--- src/rtl/int_gen.sv ---
// Periodic level-interrupt source with acknowledge handshake, event queueing and ack/spurious counters.
// Optional PC-match event source enabled by defining INT_GEN_PC_TRIGGER_EN.
module int_gen #(
  parameter int unsigned PERIOD     = 100,
  parameter logic [31:0] ACK_ADDR   = 32'h0000_7F20,
  parameter int unsigned GAP_CYCLES = 2,
  parameter logic [31:0] TRIGGER_PC = 32'h0000_3010
) (
  input  logic        clk,
  input  logic        reset,
  input  logic        gen_en,
  input  logic [31:0] m_int_addr,
  input  logic [3:0]  m_int_byteen,
  input  logic [31:0] macroscopic_pc,
  output logic        interrupt,
  output logic [3:0]  pending,
  output logic [15:0] ack_count,
  output logic [7:0]  spurious_count
);

  // state  | meaning
  // IDLE   | generator off, timer held at reload, queue cleared
  // COUNT  | timer running, waiting for the next event
  // ASSERT | interrupt high, waiting for the acknowledge write
  // GAP    | forced low time before re-asserting a queued event
  typedef enum logic [1:0] {IDLE, COUNT, ASSERT, GAP} state_t;

  localparam int CW = $clog2(PERIOD);
  localparam int GW = (GAP_CYCLES > 1) ? $clog2(GAP_CYCLES) : 1;
  localparam logic [CW-1:0] CNT_RELOAD = CW'(PERIOD - 1);
  localparam logic [GW-1:0] GAP_RELOAD = GW'(GAP_CYCLES - 1);

  state_t        state_q, state_d;
  logic [CW-1:0] cnt_q, cnt_d;
  logic [GW-1:0] gap_q, gap_d;
  logic [3:0]    pending_d, pend_inc;
  logic [15:0]   ack_count_d;
  logic [7:0]    spurious_d;
  logic          ack_hit, timer_evt, pc_evt, evt;

`ifdef INT_GEN_PC_TRIGGER_EN
  logic pc_match, pc_match_q;
  logic unused_addr;

  assign pc_match    = (macroscopic_pc == TRIGGER_PC);
  assign pc_evt      = pc_match & ~pc_match_q;
  assign unused_addr = ^m_int_addr[1:0];

  always_ff @(posedge clk or negedge reset) begin
    if (!reset) pc_match_q <= 1'b0;
    else        pc_match_q <= pc_match;
  end
`else
  logic unused_pc;

  assign pc_evt    = 1'b0;
  assign unused_pc = ^{macroscopic_pc, TRIGGER_PC, m_int_addr[1:0]};
`endif

  assign ack_hit   = (m_int_byteen != 4'b0) && (m_int_addr[31:2] == ACK_ADDR[31:2]);
  assign timer_evt = (cnt_q == '0);
  // A PC match coinciding with the timer collapses into one event.
  assign evt       = (state_q != IDLE) && (timer_evt || pc_evt);
  assign pend_inc  = (pending == 4'hF) ? pending : pending + 4'd1;

  always_comb begin
    state_d     = state_q;
    gap_d       = gap_q;
    pending_d   = pending;
    ack_count_d = ack_count;
    spurious_d  = spurious_count;

    if (ack_hit) begin
      if (state_q == ASSERT)          ack_count_d = ack_count + 16'd1;
      else if (spurious_count != 8'hFF) spurious_d = spurious_count + 8'd1;
    end

    case (state_q)
      IDLE: begin
        pending_d = '0;
        if (gen_en) state_d = COUNT;
      end
      COUNT: begin
        if (evt) state_d = ASSERT;
      end
      ASSERT: begin
        if (evt) pending_d = pend_inc;
        if (ack_hit) begin
          state_d = (pending_d != 4'd0) ? GAP : COUNT;
          gap_d   = GAP_RELOAD;
        end
      end
      GAP: begin
        if (gap_q == '0) begin
          state_d = ASSERT;
          // An event on the exit cycle replaces the one being dequeued.
          if (!evt) pending_d = pending - 4'd1;
        end else begin
          gap_d = gap_q - 1'b1;
          if (evt) pending_d = pend_inc;
        end
      end
      default: state_d = IDLE;
    endcase

    if (!gen_en) begin
      state_d   = IDLE;
      pending_d = '0;
    end

    if (state_q == IDLE || !gen_en || cnt_q == '0) cnt_d = CNT_RELOAD;
    else                                           cnt_d = cnt_q - 1'b1;
  end

  always_ff @(posedge clk or negedge reset) begin
    if (!reset) begin
      state_q        <= IDLE;
      cnt_q          <= CNT_RELOAD;
      gap_q          <= '0;
      pending        <= '0;
      interrupt      <= 1'b0;
      ack_count      <= '0;
      spurious_count <= '0;
    end else begin
      state_q        <= state_d;
      cnt_q          <= cnt_d;
      gap_q          <= gap_d;
      pending        <= pending_d;
      interrupt      <= (state_d == ASSERT);
      ack_count      <= ack_count_d;
      spurious_count <= spurious_d;
    end
  end

endmodule

--- config.mk ---
export PLATFORM = sky130hd
export DESIGN_NAME = int_gen
export DESIGN_NICKNAME = d
export VERILOG_FILES = /design/src/rtl/int_gen.sv
export SDC_FILE = /design/constraint.sdc
export NUM_CORES = 1
export LEC_CHECK = 0
export CORE_MARGIN = 2
export CORE_UTILIZATION = 42
export CTS_CLUSTER_DIAMETER = 60
export DETAILED_ROUTE_END_ITERATION = 8
export PLACE_DENSITY = 0.8
export SYNTH_ARGS = -nofsm -noshare
export SYNTH_HDL_FRONTEND = slang
export SYNTH_SLANG_ARGS = --single-unit
--- constraint.sdc ---
create_clock -name clk -period 3.1 [get_ports clk]
set_input_delay 0.62 -clock clk [delete_from_list [all_inputs] [get_ports clk]]
set_output_delay 0.62 -clock clk [all_outputs]
set_load 0.01 [all_outputs]
; ---- Yosys cells after proc, flatten, opt, wreduce, memory -nomap -nowiden
; Index checks and enable logic that the tools add are counted.
[word_totals]
ramBits = 0
romBits = 0
inputBits = 71
memories = 0
out_inout_bits = 29
wordCells = 56
latchBits = 0
regBits = 39
[classes]
multipliers = 0
shifts = 0
magnitude_cmp = 0
n_bitwise = 1
reduce_logical = 15
n_div = 0
addsub = 6
n_eq_ne = 10
mux = 17
[ops]
columns = op, n
row1 = "== test 30 x 13 -> 1 bit, second input constant", 1
row2 = two-way mux 4 bit, 6
row3 = "adder 16 x 1 -> 16 bit, second input constant", 1
row4 = one-hot mux 4 bit (3 select lines), 1
row5 = two-way mux 2 bit, 5
row6 = "adder 8 x 1 -> 8 bit, second input constant", 1
row7 = "inequality test 8 bit, second input constant", 1
row8 = one-hot mux 2 bit (4 select lines), 1
row9 = nonzero test 4 bit, 2
row10 = logical NOT 7 bit, 1
row11 = two-way mux 7 bit, 1
row12 = "subtractor 7 x 1 -> 7 bit, second input constant", 1
row13 = "== test 2 bit, second input constant", 3
row14 = AND reduction 2 bit, 3
row15 = "adder 4 x 1 -> 4 bit, second input constant", 1
row16 = "== test 4 bit, second input constant", 1
row17 = "inequality test 4 x 1 -> 1 bit, second input constant", 1
row18 = "inequality test 4 bit, second input constant", 1
row19 = nonzero test 2 bit, 2
row20 = "subtractor 4 x 1 -> 4 bit, second input constant", 1
row21 = AND reduction 3 bit, 1
row22 = "== test 2 x 1 -> 1 bit, second input constant", 1
row23 = logical AND 1 bit, 2
row24 = logical NOT 2 bit, 1
row25 = 7 further kinds, 9

; ---- Longest topological paths before layout
; Gate-level depths: netlist of the first run.
[logic_depth]
ltp_word = 10
ltp_mapped = 8
mapped_depth_nobuf = 7

; ---- Worst setup path before layout of the first run
; No wires, ideal clock.
[synth_path]
kind = in2reg
startpoint = input port m_int_addr[20]
endpoint = register ack_count[15]
arrival_ns = 2.061
required_time_ns = 2.976
setup_ns = 0.124
stages = 6
slack_ns = 0.915
path_buffers = 1
path_cell_list = nor4_1 > nand3_1 > nor4_2 > clkbuf_1 > nand4_1 > xnor2_1
[synth_via]
elab_chain_len = 3
[synth_lines]
columns = item, line_no
row1 = "start, declared", 12  ; input logic [31:0] m_int_addr,
row2 = == test 30 x 13 -> 1 bit, 60  ; assign ack_hit = (m_int_byteen != 4'b0) && (m_int_addr[31:2] == ACK_ADDR[31:2]);
row3 = logical AND 1 bit, 60
row4 = AND reduction 2 bit (no source line), --
row5 = "end signal, assigned", 130  ; ack_count <= ack_count_d;
row6 = "end, declared", 17  ; output logic [15:0] ack_count,
; No other way between the ends.
; A chain may end at the register's enable or synchronous reset.

; ---- Worst setup path after layout of the first run
[layout_path]
startpoint = input port m_int_addr[21]
endpoint = register ack_count[5]
; Same word-level chain as after synthesis.

==> impl_metrics.yaml, run 1 <==
cts:
  hold_buffers: 0
  cts_tree: "built"
  clock-sinks: 39
  post_cts_resized: 0
  cts_buffers: 5
  cts.root.buffer_cell: "clkbuf_8"
  cts_buffer_depth: 2
  h-tree-depth: 2
  clock_latency_ns: 0.30
  path_clk_slew_ns: 0.08
  postCtsSetupBuffers: 0
global_route:
  grt_use_total_pct: 19.4
  grt_overflow: 0
  grt_max_degree: 40
  antenna_found_initial: 0
  grt_pass1_wl_um: 9540
  grt_pass1_vias: 2060
setup_path:
  cp.required_ns: 3.32
  cp_max_fo: 4
  ff2ff_setup_slack_ns: 0.73
  start_kind: "input port"
  end_kind: "register"
  crit_type: "input port to register"
  cp.arrival_ns: 2.70
synthesis:
  synth_xor_area_share_pct: 10.4
  yosysSeqAreaShare_pct: 43.3
  synth.distinct_cells: 43
  synth_area_per_cell_um2: 9.93
  yosys_warnings: 0
  synthAdderAreaFrac_pct: 6.08
  synth_top_family_by_area: "simple AND/OR/NAND/NOR gates"
  synth_seq_cells: 39
  synth-simple-area-share_pct: 26.9
  synth_edf_count: 0
  synthMuxAreaShare_pct: 0.497
  ys.flop_type: "dfrtp_1"
  syn-num-nets: 310
  synthesis.area_um2: 2260
  synth-compound-area-share_pct: 9.50
  synthCells: 228
  async_reset_ff_share_pct: 100
layout:
  synthToLayoutAreaGrowth_pct: 35.3
  num_antenna_cells: 0
  final_cell_count_no_fill: 369
  fillers: 472
  nets: 380
  fin_util_pct: 59.6
  drive_gt1_share_pct: 6.35
timing:
  setup_tns_ns: 0
  max_slew_margin_pct: 43.3
  grt_setup_unrepaired: "no"
  maxSlewViolCount: 0
  fmax_ghz: 0.403
  fin_crit_ns: 2.48
  fin_skew_ns: 0.0109
  fin_crit_sh_pct: 80.0
  setup_viol: 0
  worst_slew_pin_slew_ns: 0.850
  finalHoldViolations: 0
power_and_ir_drop:
  p_switching_w: 0.000222
  clkPwrFrac_pct: 35.9
  p_leak_nw: 1.28
  p_sw_share_pct: 23.5
  pwr-share-seq_pct: 54.7
  p_comb_share_pct: 9.4
  ir_drop_v: 0.000347
  internal_power_w: 0.000722
  power_density_nw_per_um2: 308
floorplan:
  coreArea_um2: 5140
  start_util_pct: 44.1
  ioPinCount: 100
  die_x_um: 77.4
  dieArea_um2: 6000
  row_count: 26
  die_h_um: 77.4
placed_design:
  gp_congestion: 0.815
  dp.cells: 361
  port_buffers: 65
  dp_hpwl_um: 4030
routing:
  drtIter0Drc: 112
  wire_per_inst_um: 14.5
  drcViolationCount: 0
  drtPass1Iterations: 4
  wl_um: 5340
  ant_nets: 0
  drt-vias-per-instance: 5.41
  vias: 1995
job:
  drv_cap: 0
status:
  run_status: "finished, final reports clean"
worst_hold_path:
  hold_path.class: "input port to asynchronous set/reset pin"
[final timing paths]
kind | from | to | cells after the start
max | m_int_addr[21] | ack_count[5]$_DFFE_PN0P_ | 6
max in group asynchronous | reset | spurious_count[7]$_DFFE_PN0P_ | 1
max reg2reg | cnt_q[3]$_DFF_PN0_ | state_q[1]$_DFF_PN0_ | 5
min | reset | pending[3]$_DFFE_PN0P_ | 1
min reg2reg | cnt_q[0]$_DFF_PN1_ | cnt_q[0]$_DFF_PN1_ | 1
min in group clk | cnt_q[0]$_DFF_PN1_ | cnt_q[0]$_DFF_PN1_ | 1
[power by group through the flow]
stage                     Combinational, W  Clock [W]  Sequential (W)
final                            0.0000887   0.000339        0.000517
after global routing             0.0000976   0.000375        0.000517
after CTS                        0.0000893   0.000345        0.000517
after detailed placement         0.0000888          0        0.000527
after global placement           0.0000865          0        0.000526
after floorplan                  0.0000236          0        0.000526
[registers in the layout, summed over array words and instances, names as in the netlist]
name and count:
cnt_q 7, spurious_count 8, ack_count 16, pending 4, interrupt 1, gap_q 1, state_q 2
[kinds of logic after synthesis]
logic type               count (synthesis)
AO/OA/AOI/OAI                           33
XOR/XNOR                                27
adder cells (fa/ha/maj)                 11
buffers and inverters                   16
flip-flops                              39
multiplexers                             1
AND/OR/NAND/NOR                        101
[cell usage after synthesis (3+ instances only)]
cell type  count  share of area (%)
nand3_1       15                3.3
nand2b_1       3               0.83
nor4_2         3                1.7
o31ai_1        3               0.99
nor3_1         7                1.5
a21o_1         4                1.3
o21ai_0        5                1.1
nor2_1        13                2.2
xor2_1         3                1.2
a21oi_1       10                2.2
and3_1         6                1.7
ha_1          11                6.1
dfstp_2        4                4.6
nand4_1       12                3.3
nand2_1       13                2.2
xnor2_1       24                9.3
nor4b_1        5                1.9
nor4_1         7                1.9
inv_1         12                2.0
or3_1          3               0.83
dfrtp_1       35                 39
[critical path, stage by stage]
cell,delay [ns]
clkdlybuf4s50_1,0.44
nor4_1,0.39
nand4_1,0.24
or4_1,0.57
nor3_1,0.29
xnor2_1,0.15
[cell usage in the layout (no fill, tap or decap), types with 3 or more instances in the layout]
master / Yosys / final
nor4_2: 3 / 3
o31ai_1: 3 / 3
nand2_1: 13 / 13
nand3_1: 15 / 15
nor4b_1: 5 / 5
and3_1: 6 / 6
nor2_1: 13 / 13
or3_1: 3 / 3
dfstp_2: 4 / 4
nor3_1: 7 / 7
xor2_1: 3 / 3
inv_1: 12 / 12
clkbuf_8: 0 / 5
a21oi_1: 10 / 10
nand2b_1: 3 / 3
nor4_1: 7 / 7
xnor2_1: 24 / 24
dfrtp_1: 35 / 35
nand4_1: 12 / 12
a21o_1: 4 / 4
ha_1: 11 / 11
clkdlybuf4s50_1: 0 / 64
o21ai_0: 5 / 5
[layer usage]
metal,vias to the layer above,track usage [%],part of all wire (%)
met5,-,0,0
met4,0,4.82,0.97
met3,7,5.70,4.4
met2,52,32.8,51
met1,956,24.4,44
li1,980,-,-
[per-stage QoR]
stage          area (um2)  hold slack (ns)  setup slack (ns)  total power [W]
2_1_floorplan        2260            0.324             0.915         0.000549
3_3_place_gp         2980            0.437             0.434         0.000613
3_5_place_dp         2980            0.449             0.316         0.000615
4_1_cts              3060            0.460             0.625         0.000951
5_1_grt              3060            0.489             0.512         0.000990
6_report             3060            0.414             0.621         0.000944
[layout make-up]
class | instances | area, um2 | area share, %
Tap cell | 70 | 87.6 | 2.86
Clock buffer | 7 | 76.3 | 2.49
Multi-Input combinational cell | 173 | 1210 | 39.4
Inverter | 12 | 45.0 | 1.47
Timing Repair Buffer | 67 | 661 | 21.6
Sequential cell | 39 | 981 | 32.0
Clock inverter | 1 | 5.00 | 0.163
Power figures use the tool's default switching activity.
==> inputs of run 2 (changes only) <==
==> constraint.sdc (replaced) <==
create_clock -name clk -period 2.5 [get_ports clk]
set_input_delay 0.5 -clock clk [delete_from_list [all_inputs] [get_ports clk]]
set_output_delay 0.5 -clock clk [all_outputs]
set_load 0.01 [all_outputs]
==> run 2 against run 1 <==
Global-route usage is 0.39 points lower. Non-clock buffer count is 3 higher. Core utilization is 0.71 points higher. Final cell count is 0.81% higher. Combinational power is 25% higher. Sequential share of layout area is 0.37 points lower. Flip-flop and latch count stayed put. Via count is 1.1% higher. Largest cell class unchanged. Largest power group unchanged.
==> impl_metrics.yaml, run 2 (synthesis results as in run 1) <==
status:
  run_status: "finished, final reports clean"
timing:
  grt_setup_unrepaired: "no"
  setup_slack_ns: 0.133
  fin_skew_ns: 0.00470
  fin_crit_sh_pct: 94.7
  setup_viol: 0
  finalHoldViolations: 0
  fin_crit_ns: 2.37
  setup_tns_ns: 0
  max_slew_margin_pct: 42.7
  fmax_ghz: 0.422
  maxSlewViolCount: 0
  worst_slew_pin_slew_ns: 0.859
floorplan:
  row_count: 26
  start_util_pct: 44.1
  die_x_um: 77.4
  ioPinCount: 100
  dieArea_um2: 6000
  coreArea_um2: 5140
  die_h_um: 77.4
cts:
  cts_buffers: 5
  clock_latency_ns: 0.29
  post_cts_resized: 0
  h-tree-depth: 2
  cts_tree: "built"
  cts.root.buffer_cell: "clkbuf_8"
  cts_buffer_depth: 2
  clock-sinks: 39
  path_clk_slew_ns: 0.08
  postCtsSetupBuffers: 0
  hold_buffers: 0
global_route:
  grt_pass1_wl_um: 9330
  grt_overflow: 0
  grt_max_degree: 40
  grt_pass1_vias: 2005
  antenna_found_initial: 0
  grt_use_total_pct: 19.0
layout:
  nets: 383
  fillers: 475
  reg.largest.list: "ack_count (16), spurious_count (8), cnt_q (7)"
  largest-register: "ack_count"
  synthToLayoutAreaGrowth_pct: 36.9
  num_antenna_cells: 0
  drive_gt1_share_pct: 7.62
  final_cell_count_no_fill: 372
  final_common_cell: "clkdlybuf4s50_1"
  final_cell_mix: "clkdlybuf4s50_1 (64), dfrtp_1 (35), xnor2_1 (24)"
  largest_reg_flops: 16
placed_design:
  port_buffers: 65
  dp.cells: 364
  dp_hpwl_um: 4020
  gp_congestion: 0.834
  pre_cts_ws_ns: 0.0295
setup_path:
  end_kind: "register"
  crit_type: "register to register"
  slowest_stage: "or4_4"
  cp_max_fo: 12
  start_kind: "register"
  crit_path_max_incr_delay_ns: 0.60
  cp.arrival_ns: 2.55
  cp.required_ns: 2.68
  cp_cell_sequence: "or4_4, nor3_4, o2111ai_1, a221o_1, a41o_1"
job:
  drv_cap: 0
routing:
  vias: 2016
  ant_nets: 0
  drt-vias-per-instance: 5.42
  wl_um: 5350
  drcViolationCount: 0
  drtIter0Drc: 107
  drtPass1Iterations: 4
  wire_per_inst_um: 14.4
power_and_ir_drop:
  power_density_nw_per_um2: 388
  p_switching_w: 0.000276
  p_comb_share_pct: 9.2
  internal_power_w: 0.000926
  ir_drop_v: 0.000364
  clkPwrFrac_pct: 37.4
  p_leak_nw: 1.31
  p_sw_share_pct: 22.9
  pwr-share-seq_pct: 53.3
worst_hold_path:
  hold_path.class: "input port to asynchronous set/reset pin"
-- run 2: worst max-delay path, delay by kind of cell, from the launching register on --
family / cells / cell delay (ns)
DFF: 1 / 0.42
AOI/OAI and AO/OA: 3 / 0.85
and+or+nand+nor: 2 / 0.99
-- run 2: worst paths after layout --
path / from / to / slack (ns) / cells after the start
max: cnt_q[3]$_DFF_PN0_ / state_q[1]$_DFF_PN0_ / 0.13 / 5
min: reset / pending[1]$_DFFE_PN0P_ / 0.30 / 1
max reg2reg: cnt_q[3]$_DFF_PN0_ / state_q[1]$_DFF_PN0_ / 0.13 / 5
min reg2reg: cnt_q[0]$_DFF_PN1_ / cnt_q[0]$_DFF_PN1_ / 0.46 / 1
max in group asynchronous: reset / state_q[1]$_DFF_PN0_ / 1.64 / 1
min in group clk: cnt_q[0]$_DFF_PN1_ / cnt_q[0]$_DFF_PN1_ / 0.46 / 1
-- run 2: cell type report --
| type | instances | area (um2) | share of cell area [%] |
|---|---|---|---|
| timing repair buffer | 70 | 683 | 22.0 |
| clock buffer | 7 | 86.3 | 2.78 |
| sequential | 39 | 981 | 31.6 |
| inverter | 12 | 45.0 | 1.45 |
| multi-input combinational | 173 | 1210 | 39.0 |
| clock inverter | 1 | 8.76 | 0.282 |
| tap | 70 | 87.6 | 2.82 |
-- run 2: power groups by stage --
stage                     registers, W  clock network, W   logic, W
after global placement        0.000653                 0   0.000109
after global routing          0.000642          0.000485   0.000122
after CTS                     0.000641          0.000461   0.000112
after floorplan               0.000652                 0  0.0000292
after detailed placement      0.000653                 0   0.000111
final                         0.000641          0.000450   0.000111
-- run 2: per-layer routing --
metal / track usage [%] / vias up / share of wire, %
li1: - / 989 / -
met1: 25.4 / 985 / 45
met2: 32.1 / 38 / 50
met3: 4.19 / 4 / 3.9
met4: 3.21 / 0 / 0.56
met5: 0 / - / 0
-- run 2: per-stage QoR --
stage                     util (%)  total power, W  instance area, um2  hold WS, ns
final                         60.3         0.00120                3100        0.303
after CTS                     60.3         0.00121                3100        0.340
after floorplan                  -        0.000681                2260        0.204
after global routing          60.3         0.00125                3100        0.384
after detailed placement      58.5        0.000764                3010        0.436
after global placement        58.5        0.000761                3010        0.437
==> inputs of run 3 (changes only) <==
--- a/config.mk
+++ b/config.mk
@@ -5,11 +5,12 @@
 export SDC_FILE = /design/constraint.sdc
 export NUM_CORES = 1
 export LEC_CHECK = 0
+export ABC_AREA = 1
 export CORE_MARGIN = 2
-export CORE_UTILIZATION = 42
+export CORE_UTILIZATION = 46
 export CTS_CLUSTER_DIAMETER = 60
 export DETAILED_ROUTE_END_ITERATION = 8
-export PLACE_DENSITY = 0.8
+export PLACE_DENSITY = 0.81
 export SYNTH_ARGS = -nofsm -noshare
 export SYNTH_HDL_FRONTEND = slang
 export SYNTH_SLANG_ARGS = --single-unit
==> run 3 against run 2 <==
Sequential power fell by 0.6%. Largest power group unchanged. Clock power rose by 20%. Global-route usage rose by 1.2 points.
==> impl_metrics.yaml, run 3 <==
layout:
  reg.largest.list: "ack_count (16), spurious_count (8), cnt_q (7)"
  num_antenna_cells: 0
  nets: 535
  synthToLayoutAreaGrowth_pct: 29.3
  largest_reg_flops: 16
  design_area_um2: 3670
  final_cell_mix: "nand2_1 (95), clkdlybuf4s50_1 (64), inv_1 (55)"
  largest-register: "ack_count"
  drive_gt1_share_pct: 12.3
  final_common_cell: "nand2_1"
  fillers: 536
global_route:
  grt_use_total_pct: 20.2
  grt_pass1_wl_um: 10900
  grt_overflow: 0
  grt_max_degree: 40
  grt_pass1_vias: 2518
  antenna_found_initial: 0
synthesis:
  synth_top_area_cell: "dfrtp_1"
  synthesis.area_um2: 2840
  synth_area_per_cell_um2: 7.42
  syn-num-nets: 465
  ys.flop_type: "dfrtp_1"
  synth_seq_cells: 39
  yosys_warnings: 0
  async_reset_ff_share_pct: 100
  synthCells: 383
  synthTopCellsByArea: "dfrtp_1 (31%), nand2_1 (13%), inv_1 (7.3%)"
  synth.top_cell.area_share_pct: 30.8
  synth_edf_count: 0
  synth.distinct_cells: 36
  synth_common_cells: "nand2_1 (95), inv_1 (55), nor2_1 (41)"
  synth.most_common_cell: "nand2_1"
  yosysSeqAreaShare_pct: 34.5
routing:
  wl_um: 6390
  drcViolationCount: 0
  vias: 2609
  ant_nets: 0
  drtPass1Iterations: 6
  drt-vias-per-instance: 4.93
  wire_per_inst_um: 12.1
  drtIter0Drc: 107
setup_path:
  start_kind: "register"
  timing.rr.start: "state_q[1]$_DFF_PN0_"
  slowest_stage: "clkdlybuf4s50_1"
  r2r-end: "state_q[1]$_DFF_PN0_"
  cp.depth: 1
  crit_end: "pending[2]"
  timing.reg2reg.worst_path_depth: 12
  cp.required_ns: 2.00
  cp.arrival_ns: 1.47
  cp_cell_sequence: "clkdlybuf4s50_1"
  ff2ff_setup_slack_ns: 0.68
  crit_path_max_incr_delay_ns: 0.62
  cp_max_fo: 11
  crit_type: "register to primary output"
  crit_buf_inv: 1
  critPathTopFamily: "buffers and inverters"
  critPathLaunch: "pending[2]$_DFFE_PN0P_"
  end_kind: "primary output"
floorplan:
  dieArea_um2: 6820
  coreArea_um2: 5960
  row_count: 28
  ioPinCount: 100
  die_x_um: 82.6
  die_h_um: 82.6
  start_util_pct: 47.7
timing:
  fin_crit_sh_pct: 78.7
  hold_ws_ns: 0.297
  fin_crit_ns: 1.97
  max_slew_margin_pct: 42.9
  fmax_ghz: 0.508
  setup_viol: 0
  grt_setup_unrepaired: "no"
  worst_slew_pin_slew_ns: 0.857
  maxSlewViolCount: 0
  finalHoldViolations: 0
  fin_skew_ns: 0.0122
  setup_tns_ns: 0
power_and_ir_drop:
  p_leak_nw: 1.68
  finalPower_w: 0.00130
  ir_drop_v: 0.000342
  power_density_nw_per_um2: 353
worst_hold_path:
  hold_path.class: "input port to asynchronous set/reset pin"
cts:
  cts_tree: "built"
  path_clk_slew_ns: 0.08
  postCtsSetupBuffers: 0
  clock_latency_ns: 0.30
  cts_buffers: 5
  clock-sinks: 39
  h-tree-depth: 2
  cts_buffer_depth: 2
  post_cts_resized: 0
  cts.root.buffer_cell: "clkbuf_8"
  hold_buffers: 0
placed_design:
  placed_area_um2: 3560
  dp_hpwl_um: 4960
  gp_congestion: 0.889
  port_buffers: 65
job:
  drv_cap: 0
status:
  run_status: "finished, final reports clean"
-- run 3: cell types whose count changed in the layout (fill, tap and decap cells not counted), moves of 6 or more --
cell | previous run | this run
o21ai_0 | 5 | 15
inv_1 | 12 | 55
xor2_1 | 3 | 19
nand2_1 | 13 | 95
nor2_2 | 0 | 12
nand2_2 | 0 | 6
nand3_1 | 15 | 23
xnor2_1 | 24 | 4
nor2_4 | 0 | 6
nor4_1 | 7 | 0
nor2_1 | 13 | 41
-- run 3: final cells by class --
class | count | area (um2) | area share, %
Tap cell | 75 | 93.8 | 2.55
Multi-Input combinational cell | 282 | 1610 | 43.8
Timing Repair Buffer | 67 | 661 | 18.0
Clock inverter | 3 | 43.8 | 1.19
Inverter | 58 | 218 | 5.92
Clock buffer | 5 | 68.8 | 1.87
Sequential cell | 39 | 981 | 26.7
-- run 3: metal layers --
layer  share of wire (%)  GRT usage, %
met1                  47          26.0
met2                  49          35.6
met3                 3.6          3.59
met4                0.92          4.26
met5                   0             0
-- run 3: worst min path at each step --
stage / to / depth (start not counted) / slack, ns / startpoint
detailed placement: cnt_q[0]$_DFF_PN1_ / 1 / 0.44 / cnt_q[0]$_DFF_PN1_
floorplan: ack_count[0]$_DFFE_PN0P_ / 0 / 0.20 / reset
finish: ack_count[10]$_DFFE_PN0P_ / 1 / 0.30 / reset
global placement: cnt_q[0]$_DFF_PN1_ / 1 / 0.44 / cnt_q[0]$_DFF_PN1_
global route: ack_count[7]$_DFFE_PN0P_ / 1 / 0.38 / reset
CTS: ack_count[7]$_DFFE_PN0P_ / 1 / 0.33 / reset
-- run 3: stage by stage --
stage | worst slack [ns] | utilization (%) | std cells
final | 0.532 | 61.7 | 529
after global routing | 0.476 | 61.7 | 529
after CTS | 0.531 | 61.7 | 529
after detailed placement | 0.355 | 59.8 | 521
after global placement | 0.396 | 59.8 | 521
after floorplan | 0.922 | - | 383
-- run 3: logic make-up after synthesis --
group                      synth area share (%)
DFF                                        34.5
buffers and inverters                      8.89
AOI/OAI and AO/OA                          5.28
adders and majority gates                  4.84
xor gates and xnor gates                   7.09
and+or+nand+nor                            39.4
-- run 3: power by group --
part	switching, W	total, W	internal [W]
logic	0.0000570	0.000122	0.0000648
clock network	0.000240	0.000538	0.000297
registers	0.00000238	0.000637	0.000634
total	0.000300	0.00130	0.000997
